--- src/rtl/display_scan_controller.sv ---
// Purpose : sequences the calculator display datapath (digit scan, view select, result hold, leading-zero blanking).
// Latency : every output is registered; a calc_done/new_input pulse shows on the outputs one cycle later.
// Backpress: none; pulse inputs are acted on in the cycle they arrive and the scan free-runs.
//
// Ports:
//   i_clk, i_reset_n           clock, synchronous active-low reset
//   i_calc_done                one-cycle pulse, i_alu_output/i_alu_sign valid this cycle
//   i_new_input                one-cycle pulse, user changed operand/operation
//   i_alu_output[11:0]         BCD result: [11:8] hundreds, [7:4] tens, [3:0] ones
//   i_alu_sign, i_input_sign   result sign / user operand sign, 1 = negative
//   o_disp_alu_value[11:0]     latched BCD result for the datapath
//   o_disp_alu_sign            latched result sign for the datapath
//   o_four_to_one_sel[1:0]     digit slot: 00 ones, 01 tens, 10 hundreds, 11 sign
//   o_two_to_one_sel           0 = user operand view, 1 = ALU result view
//   o_digit_blank              1 = current slot dark
//   o_scan_tick                one-cycle pulse at each digit advance
module display_scan_controller #(
   parameter int REFRESH_DIV = 100000,
   parameter int HOLD_TICKS  = 3000
) (
   input  logic        i_clk,
   input  logic        i_reset_n,
   input  logic        i_calc_done,
   input  logic        i_new_input,
   input  logic [11:0] i_alu_output,
   input  logic        i_alu_sign,
   input  logic        i_input_sign,
   output logic [11:0] o_disp_alu_value,
   output logic        o_disp_alu_sign,
   output logic [1:0]  o_four_to_one_sel,
   output logic        o_two_to_one_sel,
   output logic        o_digit_blank,
   output logic        o_scan_tick
);

   localparam int PW = $clog2(REFRESH_DIV);
   localparam int HW = (HOLD_TICKS > 1) ? $clog2(HOLD_TICKS) : 1;
   localparam logic [PW-1:0] PRESC_LAST = PW'(REFRESH_DIV - 1);
   localparam logic [HW-1:0] HOLD_LAST  = HW'((HOLD_TICKS > 0) ? (HOLD_TICKS - 1) : 0);

   typedef enum logic {
      ST_INPUT  = 1'b0,
      ST_RESULT = 1'b1
   } state_t;

   state_t         r_state;
   logic [PW-1:0]  r_presc;
   logic [1:0]     r_sel;
   logic           r_tick;
   logic [HW-1:0]  r_hold;
   logic [11:0]    r_value;
   logic           r_sign;
   logic           r_blank;

   state_t         w_state_nxt;
   logic           w_wrap;
   logic [PW-1:0]  w_presc_nxt;
   logic [1:0]     w_sel_nxt;
   logic [HW-1:0]  w_hold_nxt;
   logic [11:0]    w_value_nxt;
   logic           w_sign_nxt;
   logic           w_blank_nxt;

   // Digit scan: free-running, never disturbed by the view FSM.
   always_comb begin
      w_wrap      = (r_presc == PRESC_LAST);
      w_presc_nxt = w_wrap ? '0 : r_presc + 1'b1;
      w_sel_nxt   = w_wrap ? r_sel + 2'd1 : r_sel;
   end

   // View FSM. The hold counter advances on the registered tick, so a
   // timeout becomes visible the cycle after the tick that caused it.
   always_comb begin
      w_state_nxt = r_state;
      w_hold_nxt  = r_hold;
      w_value_nxt = r_value;
      w_sign_nxt  = r_sign;
      if (i_calc_done) begin
         // Fresh result always wins, in any state, and restarts the hold.
         w_state_nxt = ST_RESULT;
         w_hold_nxt  = '0;
         w_value_nxt = i_alu_output;
         w_sign_nxt  = i_alu_sign;
      end else begin
         case (r_state)
            ST_INPUT: begin
               w_state_nxt = ST_INPUT;
            end
            ST_RESULT: begin
               if (i_new_input) begin
                  w_state_nxt = ST_INPUT;
               end else if (r_tick && (HOLD_TICKS != 0)) begin
                  if (r_hold == HOLD_LAST) begin
                     w_state_nxt = ST_INPUT;
                  end else begin
                     w_hold_nxt = r_hold + 1'b1;
                  end
               end
            end
            default: begin
               w_state_nxt = ST_INPUT;
            end
         endcase
      end
   end

   // Blanking is decided from the values that will be on the outputs next
   // cycle, so the registered blank lines up with the registered slot.
   always_comb begin
      w_blank_nxt = 1'b0;
      if (w_state_nxt == ST_RESULT) begin
         case (w_sel_nxt)
            2'b00:   w_blank_nxt = 1'b0;
            2'b01:   w_blank_nxt = (w_value_nxt[11:8] == 4'd0) && (w_value_nxt[7:4] == 4'd0);
            2'b10:   w_blank_nxt = (w_value_nxt[11:8] == 4'd0);
            default: w_blank_nxt = ~w_sign_nxt;
         endcase
      end else begin
         // Operand view shows two digits plus sign; hundreds is never used.
         case (w_sel_nxt)
            2'b00:   w_blank_nxt = 1'b0;
            2'b01:   w_blank_nxt = 1'b0;
            2'b10:   w_blank_nxt = 1'b1;
            default: w_blank_nxt = ~i_input_sign;
         endcase
      end
   end

   always_ff @(posedge i_clk) begin
      if (!i_reset_n) begin
         r_state <= ST_INPUT;
         r_presc <= '0;
         r_sel   <= 2'b00;
         r_tick  <= 1'b0;
         r_hold  <= '0;
         r_value <= 12'h000;
         r_sign  <= 1'b0;
         r_blank <= 1'b0;
      end else begin
         r_state <= w_state_nxt;
         r_presc <= w_presc_nxt;
         r_sel   <= w_sel_nxt;
         r_tick  <= w_wrap;
         r_hold  <= w_hold_nxt;
         r_value <= w_value_nxt;
         r_sign  <= w_sign_nxt;
         r_blank <= w_blank_nxt;
      end
   end

   assign o_disp_alu_value  = r_value;
   assign o_disp_alu_sign   = r_sign;
   assign o_four_to_one_sel = r_sel;
   assign o_two_to_one_sel  = (r_state == ST_RESULT);
   assign o_digit_blank     = r_blank;
   assign o_scan_tick       = r_tick;

endmodule

--- config.mk ---
export PLATFORM = sky130hd
export DESIGN_NAME = display_scan_controller
export DESIGN_NICKNAME = d
export VERILOG_FILES = /design/src/rtl/display_scan_controller.sv
export SDC_FILE = /design/constraint.sdc
export NUM_CORES = 1
export LEC_CHECK = 0
export ABC_AREA = 1
export BUFFER_PORTS_ARGS = -buffer_cell sky130_fd_sc_hd__buf_2
export CORE_MARGIN = 2
export CORE_UTILIZATION = 40
export CTS_BUF_LIST = sky130_fd_sc_hd__clkbuf_16
export CTS_CLUSTER_SIZE = 40
export DETAILED_ROUTE_END_ITERATION = 6
export GPL_ROUTABILITY_DRIVEN = 0
export PLACE_DENSITY_LB_ADDON = 0.15
export SLEW_MARGIN = 20
export SYNTH_ARGS = -nofsm -noshare
export SYNTH_HDL_FRONTEND = slang
export SYNTH_SLANG_ARGS = --single-unit
--- constraint.sdc ---
create_clock -name i_clk -period 3.3 [get_ports i_clk]
set_input_delay 0.165 -clock i_clk [delete_from_list [all_inputs] [get_ports i_clk]]
set_output_delay 0.165 -clock i_clk [all_outputs]
set_load 0.01 [all_outputs]
### Word level (Yosys, flattened, before mapping)

Index checks and enable logic that the tools add are counted.

| storage, ports and cells | value |
|---|---|
| output and inout bits | 18 |
| bits in registers | 47 |

| operators by class | value |
|---|---|
| reduce and logical (&&, ||, !) cells | 8 |
| multiplexer cells | 11 |
| eq/ne operators | 4 |
| bitwise gates (word level) | 6 |
| $add $sub $neg | 3 |

Operators by type and width:

| cell | number |
|---|---|
| adder 17 x 1 -> 17 bit (second input constant) | 1 |
| equality test 17 bit (second input constant) | 1 |
| adder 12 x 1 -> 12 bit (second input constant) | 1 |
| equality test 12 bit (second input constant) | 1 |
| 2-to-1 mux 12 bit | 1 |
| logical NOT 4 bit | 2 |
| 2-to-1 mux 1 bit | 6 |
| inverter 1 bit | 6 |
| OR reduction 2 bit | 3 |
| one-hot mux 1 bit (2 select lines) | 2 |
| AND reduction 4 bit | 1 |
| one-hot mux 1 bit (3 select lines) | 1 |
| adder 2 x 1 -> 2 bit (second input constant) | 1 |
| equality test 2 x 1 -> 1 bit (second input constant) | 1 |
| equality test 2 bit (second input constant) | 1 |
| logical NOT 2 bit | 1 |
| 2-to-1 mux 2 bit | 1 |
| logical AND 1 bit | 1 |

### Depth between registers and ports, before layout

Gate-level depths: netlist (run 1).

| logic depth | value |
|---|---|
| depth after elaboration | 7 |
| mapped depth | 12 |
| gate-level depth less buffers | 12 |

### Worst setup path after synthesis (run 1)

OpenSTA, ideal clock, no wires.

| timing path | value |
|---|---|
| path kind | reg-to-reg |
| start | register r_hold[0] |
| end | register r_hold[5] |
| setup slack | 1.806 ns |
| data required time | 3.178 ns |
| clock period less this slack | 1.494 ns |
| library setup time | 0.122 ns |
| arrival | 1.373 ns |
| cell stages (with the launch flop) | 10 |
| cell sequence | dfxtp_1 -> ha_1 -> inv_1 -> nor3_1 -> nand3_1 -> nand2_2 -> inv_4 -> nand2_2 -> o21bai_1 -> nor3b_2 |

| on the way | value |
|---|---|
| longest elaborated chain between the ends | 3 |
| elaborated cells on any way between the ends | 4 |
| classes of those cells | add/sub (1); eq/ne (1); bitwise (1); reduce/logical (1) |

RTL lines:

| item | RTL line | text |
|---|---|---|
| start, declared | 50 | `logic [HW-1:0] r_hold;` |
| start signal, assigned | 144 | `r_hold <= w_hold_nxt;` |
| parallel branches: the longest is 3 deep, another holds adder 12 x 1 -> 12 bit | - |  |

Several ways; the timed one is not identified.
A chain may end at the register's enable or synchronous reset.

### Worst setup path after layout (run 1)

| timing path | value |
|---|---|
| start | register r_hold[0] |
| end | register r_hold[7] |

Same word-level chain as after synthesis.

==> results of run 1 <==
synth_stat cells, drive strengths merged:
library cell  number  area [um^2]
clkbuf             1         3.75
nor3              10         81.3
xnor2              7         61.3
and3               2         12.5
a21oi             13         65.1
nor4               1         6.26
nand2             51          211
clkinv             1         5.00
mux2i              1         10.0
nor2              66          283
nand3             15          100
o21bai             1         7.51
buf                5         40.0
xor2               6         52.6
o21ai             19         98.9
inv               28          108
nand4             11         68.8
nor3b              3         27.5
or2                9         56.3
ha                 2         25.0
dfxtp             47          941
how the worst max path moves through the flow:
stage,endpoint,startpoint,slack [ns]
finish,r_hold[7],r_hold[0],1.61
global placement,r_hold[5],r_hold[0],1.71
floorplan,r_hold[5],r_hold[0],1.81
CTS,r_hold[7],r_hold[0],1.61
global route,r_hold[9],r_hold[0],1.46
detailed placement,r_hold[7],r_hold[0],1.62
stage by stage:
stage	instances	hold WS (ns)	setup WS, ns	cell area [um^2]	util (%)
finish	407	0.106	1.61	2620	47.9
global placement	400	0.396	1.71	2490	45.4
detailed placement	400	0.394	1.62	2490	45.4
floorplan	299	0.291	1.81	2260	-
CTS	407	0.107	1.61	2620	47.9
global route	407	0.134	1.46	2620	47.9
per-layer routing:
metal  share of wire, %  vias to the layer above
met2                 44                       28
li1                   -                     1033
met1                 51                      833
met5                  0                        -
met3                4.1                        5
met4                1.4                        0
kinds of logic after synthesis:
kind of cell / after synthesis
and+or+nand+nor: 168
buffers and inverters: 35
adders and majority gates: 2
xor gates and xnor gates: 13
muxes: 1
DFF: 47
AOI/OAI and AO/OA: 33
state kept, by name, summed over array words and instances, names as in the netlist:
name / count
o_digit_blank: 1
o_disp_alu_value: 12
o_two_to_one_sel: 1
o_four_to_one_sel: 2
o_disp_alu_sign: 1
o_scan_tick: 1
r_hold: 12
r_presc: 17
cell type report:
cell class | instances | share of cell area [%]
clock buffer | 5 | 4.78
clock inverter | 2 | 0.334
inverter | 29 | 4.30
multi-input combinational | 217 | 44.6
sequential | 47 | 35.9
tap | 72 | 3.44
timing repair buffer | 35 | 6.69
report_power, final:
part,switching (mW),leakage (nW),internal [mW],total [mW]
Combinational,0.0436,0.596,0.0308,0.0743
Clock,0.195,0.0671,0.272,0.467
Sequential,0.00739,0.383,0.583,0.590
worst register-to-register path, cell delays in order, from the launching register on:
cell	delay [ns]
sky130_fd_sc_hd__dfxtp_1	0.37
sky130_fd_sc_hd__ha_1	0.23
sky130_fd_sc_hd__inv_1	0.09
sky130_fd_sc_hd__nor3_1	0.19
sky130_fd_sc_hd__nand3_1	0.12
sky130_fd_sc_hd__nand2_2	0.20
sky130_fd_sc_hd__inv_4	0.08
sky130_fd_sc_hd__nand2_2	0.10
sky130_fd_sc_hd__o21ai_0	0.07
sky130_fd_sc_hd__and3_1	0.14
==> results_dict.tcl, run 1 <==
set metrics [dict create \
    status "finished, final reports clean" \
    worst_path_max_delay_cell "sky130_fd_sc_hd__dfxtp_1" \
    reg2reg_depth 9 \
    synth_cell_types 35 \
    multi_input_comb_area_mm2 0.00117 \
    min_delay_worst_endpoint "o_disp_alu_value[0]" \
    tritoncts.num_buffers 5 \
    reg2reg_slack_ns 1.61 \
    gr-max-usage-layer "met2" \
    dr.pass1.iters 4 \
    post_route_cells_drive_above_1_share_pct 23.3 \
    number_of_rows_created_at_floorplan 27 \
    power.leakage_nw 1.05 \
    grt.met3_usage_pct 3.64 \
    layout.cells.most_common "sky130_fd_sc_hd__nor2_1" \
    grt_pass1_wl_um 7430 \
    globalRouteMet2Util_pct 23.7 \
    detail-route-antenna-nets 0 \
    worstHoldPathType "in -> reg" \
    fillCellCount 579 \
    cts_resized 0 \
    gr_util_met1_pct 19.4 \
    routedWlPerCell_um 10.7 \
    chipHeight_um 79.2 \
    hpwlAfterDp_um 3270 \
    clk_latency_ns 0.28 \
    criticalPathCategory "reg -> reg" \
    power_mw 1.13 \
    dieArea_mm2 0.00628 \
    final-seq-area_um2 941 \
    clock_tree.root_cell "sky130_fd_sc_hd__clkbuf_16" \
    synth_fp_nets 319 \
    reg2reg_from "r_hold[0]" \
    cp-start-kind "flop" \
    layout_common_cells "sky130_fd_sc_hd__nor2_1, sky130_fd_sc_hd__dfxtp_1, sky130_fd_sc_hd__nand2_1, sky130_fd_sc_hd__buf_2, sky130_fd_sc_hd__inv_1" \
    timing.hold.worst_path_depth 3 \
    main_combinational_cell_family_by_area_after_synthesis "simple AND/OR/NAND/NOR gates" \
    synthMuxAreaShare_pct 0.442 \
    coreArea_mm2 0.00547 \
    cpMostUsedCell "sky130_fd_sc_hd__nand2_2" \
    yosys_warnings 0 \
    hold_path.startpoint "i_alu_output[0]" \
    detail_route.vias_per_cell 4.67 \
    crit_chain "ha_1 > inv_1 > nor3_1 > nand3_1 > nand2_2 > inv_4 > nand2_2 > o21ai_0 > and3_1" \
    antenna_violations_before_repair 0 \
    post_layout_nets 355 \
    worst_setup_hold_path_clk_slew_ns 0.06 \
    number_of_setup_violations_in_the_final_report 0 \
    floorplan.initialDensity_pct 41.4 \
    vias 1899 \
    arrival_worst_endpoint_ns 1.86 \
    synth_xor_area_share_pct 5.03 \
    cp_top_family "simple AND/OR/NAND/NOR gates" \
    antenna_cells 0 \
    finalWorstPathRequiredPeriod_ns 1.69 \
    yosysSeqAreaShare_pct 41.5 \
    first_global_vias 1698 \
    reg2reg_to "r_hold[7]" \
    synth.ff_latch_count 47 \
    cts_hold_buf 0 \
    path_buf_inv 2 \
    fraction_of_the_mapped_netlist_area_in_simple_logic_gates_pct 37.4 \
    cellPowerDensity_mw_per_mm2 432 \
    slew_of_the_pin_with_the_lowest_slew_margin_ns 0.451 \
    timing.final.crit_share_pct 51.2 \
    route.detailed.drc 0 \
    cap_violations 0 \
    report.final.hold_viol_count 0 \
    max_freq_mhz 591 \
    slowest_delay_ns 0.37 \
    cts_max_path_buffers 2 \
    critPathCaptureType "flop" \
    grt_start_max_net_pins 18 \
    power.ir.vdd_worst_mv 0.280 \
    cts.htree.levels 2 \
    syn_avg_cell_area_um2 7.57 \
    complex_gate_fraction_of_the_synthesized_area_pct 7.57 \
    synth_adder_area_share_pct 1.10 \
    global_route.overflow_total 0 \
    timing.final.max_slew_violations 0 \
    first_iter_violations 81 \
    setup_total_negative_slack_ns 0 \
    netlist_instances 299 \
    critical_path_required_ns 3.47 \
    max-slew-margin-rel_pct 69.8 \
    routed_wl_um 4350 \
    cts_post_setup_buffers_inserted 0 \
    io_pins 36 \
    placement.io_buffers 35 \
    netlist_area_mm2 0.00226 \
    clock-skew-final_ns 0.00381 \
    timing.critical_path.fanout_max 9 \
    cts_tree "built" \
    path_depth 9 \
    area.growth.synth_to_final_pct 15.7 \
    grt_setup_unrepaired "false" \
    fp.dieW_um 79.2 \
    grt_usage_pct 14.8 \
    clkSinkCount 47 \
]
(Power assumes the default switching activity.)
==> run 2, diff against run 1 <==
Clock period 3.3 ns to 1.6 ns, I/O delays scaled along.
==> results_dict.tcl, run 2 (synthesis gave the netlist of run 1 again) <==
set metrics [dict create \
    critical_path_required_ns 1.76 \
    fin_worst_setup_slack_ns 0.158 \
    hpwlAfterDp_um 3360 \
    fillCellCount 562 \
    pre_cts_ws_ns 0.0637 \
    grt_pass1_wl_um 7780 \
    global_route.overflow_total 0 \
    power.ir.vdd_worst_mv 0.463 \
    power_report.internal_total_mw 1.85 \
    clock_tree.root_cell "sky130_fd_sc_hd__clkbuf_16" \
    antenna_violations_before_repair 0 \
    power.share.combinational_pct 7.0 \
    layout.cells.most_common "sky130_fd_sc_hd__nor2_1" \
    clkSinkCount 47 \
    cts_tree "built" \
    criticalPathCategory "reg -> reg" \
    clk_latency_ns 0.28 \
    timing.final.crit_share_pct 90.1 \
    floorplan.initialDensity_pct 41.4 \
    power.clock.fraction_pct 41.4 \
    final_util_pct 50.3 \
    hold_path.startpoint "i_alu_output[3]" \
    multi_input_comb_area_mm2 0.00121 \
    fin_area_mm2 0.00275 \
    sequentialPowerShare_pct 51.5 \
    slew_of_the_pin_with_the_lowest_slew_margin_ns 0.379 \
    grt_usage_pct 15.3 \
    coreArea_mm2 0.00547 \
    antenna_cells 0 \
    fp.dieW_um 79.2 \
    cts_post_setup_buffers_inserted 0 \
    status "finished, final reports clean" \
    first_iter_violations 68 \
    dieArea_mm2 0.00628 \
    power_mw 2.37 \
    report.final.hold_viol_count 0 \
    arrival_worst_endpoint_ns 1.60 \
    routed_wl_um 4490 \
    cap_violations 0 \
    largest-register "r_presc" \
    vias 1965 \
    largest_reg_flops 17 \
    post_layout_nets 364 \
    cts.htree.levels 2 \
    numPlacedInstances 409 \
    first_global_vias 1763 \
    postPlaceCellArea_mm2 0.00257 \
    reg2reg_from "r_hold[1]" \
    clock-skew-final_ns 0.00336 \
    p_sw_mw 0.524 \
    layoutNonFillerInstCount 417 \
    cellPowerDensity_mw_per_mm2 862 \
    dr.pass1.iters 4 \
    tritoncts.num_buffers 5 \
    cp-start-kind "flop" \
    power.leakage_nw 1.10 \
    area.growth.synth_to_final_pct 21.5 \
    grt_start_max_net_pins 18 \
    timing.critical_path.fanout_max 5 \
    routedWlPerCell_um 10.8 \
    route.detailed.drc 0 \
    critPathCaptureType "flop" \
    max-slew-margin-rel_pct 74.5 \
    worst_setup_path_startpoint "r_hold[1]" \
    timing.final.max_slew_violations 0 \
    layout_common_cells "sky130_fd_sc_hd__nor2_1, sky130_fd_sc_hd__nand2_1, sky130_fd_sc_hd__dfxtp_1, sky130_fd_sc_hd__buf_2, sky130_fd_sc_hd__inv_1" \
    worst_setup_hold_path_clk_slew_ns 0.06 \
    finalWorstPathRequiredPeriod_ns 1.44 \
    detail-route-antenna-nets 0 \
    placement.io_buffers 35 \
    final-seq-area_um2 946 \
    cts_max_path_buffers 2 \
    io_pins 36 \
    sw_frac_of_total_pct 22.1 \
    number_of_setup_violations_in_the_final_report 0 \
    worstHoldPathType "in -> reg" \
    post_route_cells_drive_above_1_share_pct 28.4 \
    max_freq_mhz 693 \
    number_of_rows_created_at_floorplan 27 \
    detail_route.vias_per_cell 4.71 \
    chipHeight_um 79.2 \
]
run 2: cell count changes in the layout (fill, tap and decap cells not counted), moves of 2 or more:
cell                      change
sky130_fd_sc_hd__nor3_2       +2
sky130_fd_sc_hd__dfxtp_1      -4
sky130_fd_sc_hd__nor2_1       -2
sky130_fd_sc_hd__dfxtp_2      +4
sky130_fd_sc_hd__buf_4        +8
sky130_fd_sc_hd__nor3_1       -2
sky130_fd_sc_hd__nor2_2       +2
run 2: power by group through the flow:
| stage | Clock (mW) | Sequential, mW | Combinational, mW |
|---|---|---|---|
| 2_1_floorplan | 0 | 1.26 | 0.0832 |
| 3_3_place_gp | 0 | 1.24 | 0.165 |
| 3_5_place_dp | 0 | 1.24 | 0.165 |
| 4_1_cts | 1.03 | 1.22 | 0.166 |
| 5_1_grt | 1.07 | 1.22 | 0.193 |
| 6_report | 0.982 | 1.22 | 0.167 |
run 2: area by class of cell:
cell class | instances | share of cell area, %
Clock buffer | 5 | 4.55
Clock inverter | 3 | 0.591
Inverter | 29 | 4.09
Multi-Input combinational cell | 217 | 43.8
Sequential cell | 47 | 34.4
Tap cell | 72 | 3.27
Timing Repair Buffer | 44 | 9.28
run 2: final timing paths:
path	to	slack (ns)	depth (start not counted)
setup / recovery	r_hold[5]	0.16	9
hold / removal	o_disp_alu_value[3]	0.02	3
setup reg to reg	r_hold[5]	0.16	9
hold reg to reg	r_presc[0]	0.45	1
run 2: critical path, stage by stage (launching register included):
cell                       delay [ns]
sky130_fd_sc_hd__dfxtp_1         0.35
sky130_fd_sc_hd__ha_1            0.17
sky130_fd_sc_hd__inv_1           0.08
sky130_fd_sc_hd__nor3_2          0.13
sky130_fd_sc_hd__nand3_1         0.10
sky130_fd_sc_hd__nand2_2         0.13
sky130_fd_sc_hd__inv_4           0.06
sky130_fd_sc_hd__nand2_2         0.09
sky130_fd_sc_hd__o21bai_1        0.06
sky130_fd_sc_hd__nor3b_2         0.14
run 2: what timing repair did:
item,in CTS,in global routing
setup endpoints to repair,0,8
hold buffers,0,0
resized for setup,0,12
run 2: metal layers:
metal  GRT usage [%]  share of wire (%)  wire, um  vias up
li1                -                  -         -     1050
met5               0                  0         0        -
met2            24.7                 44      1990       46
met3            3.86                5.0       223        8
met1            20.1                 49      2200      861
met4            5.17                1.6        72        0
run 2: per-stage QoR:
stage               setup TNS [ns]  hold WS, ns
floorplan                        0        0.206
finish                           0       0.0231
global placement                 0        0.311
CTS                              0       0.0183
global route               -0.0261       0.0457
detailed placement               0        0.309
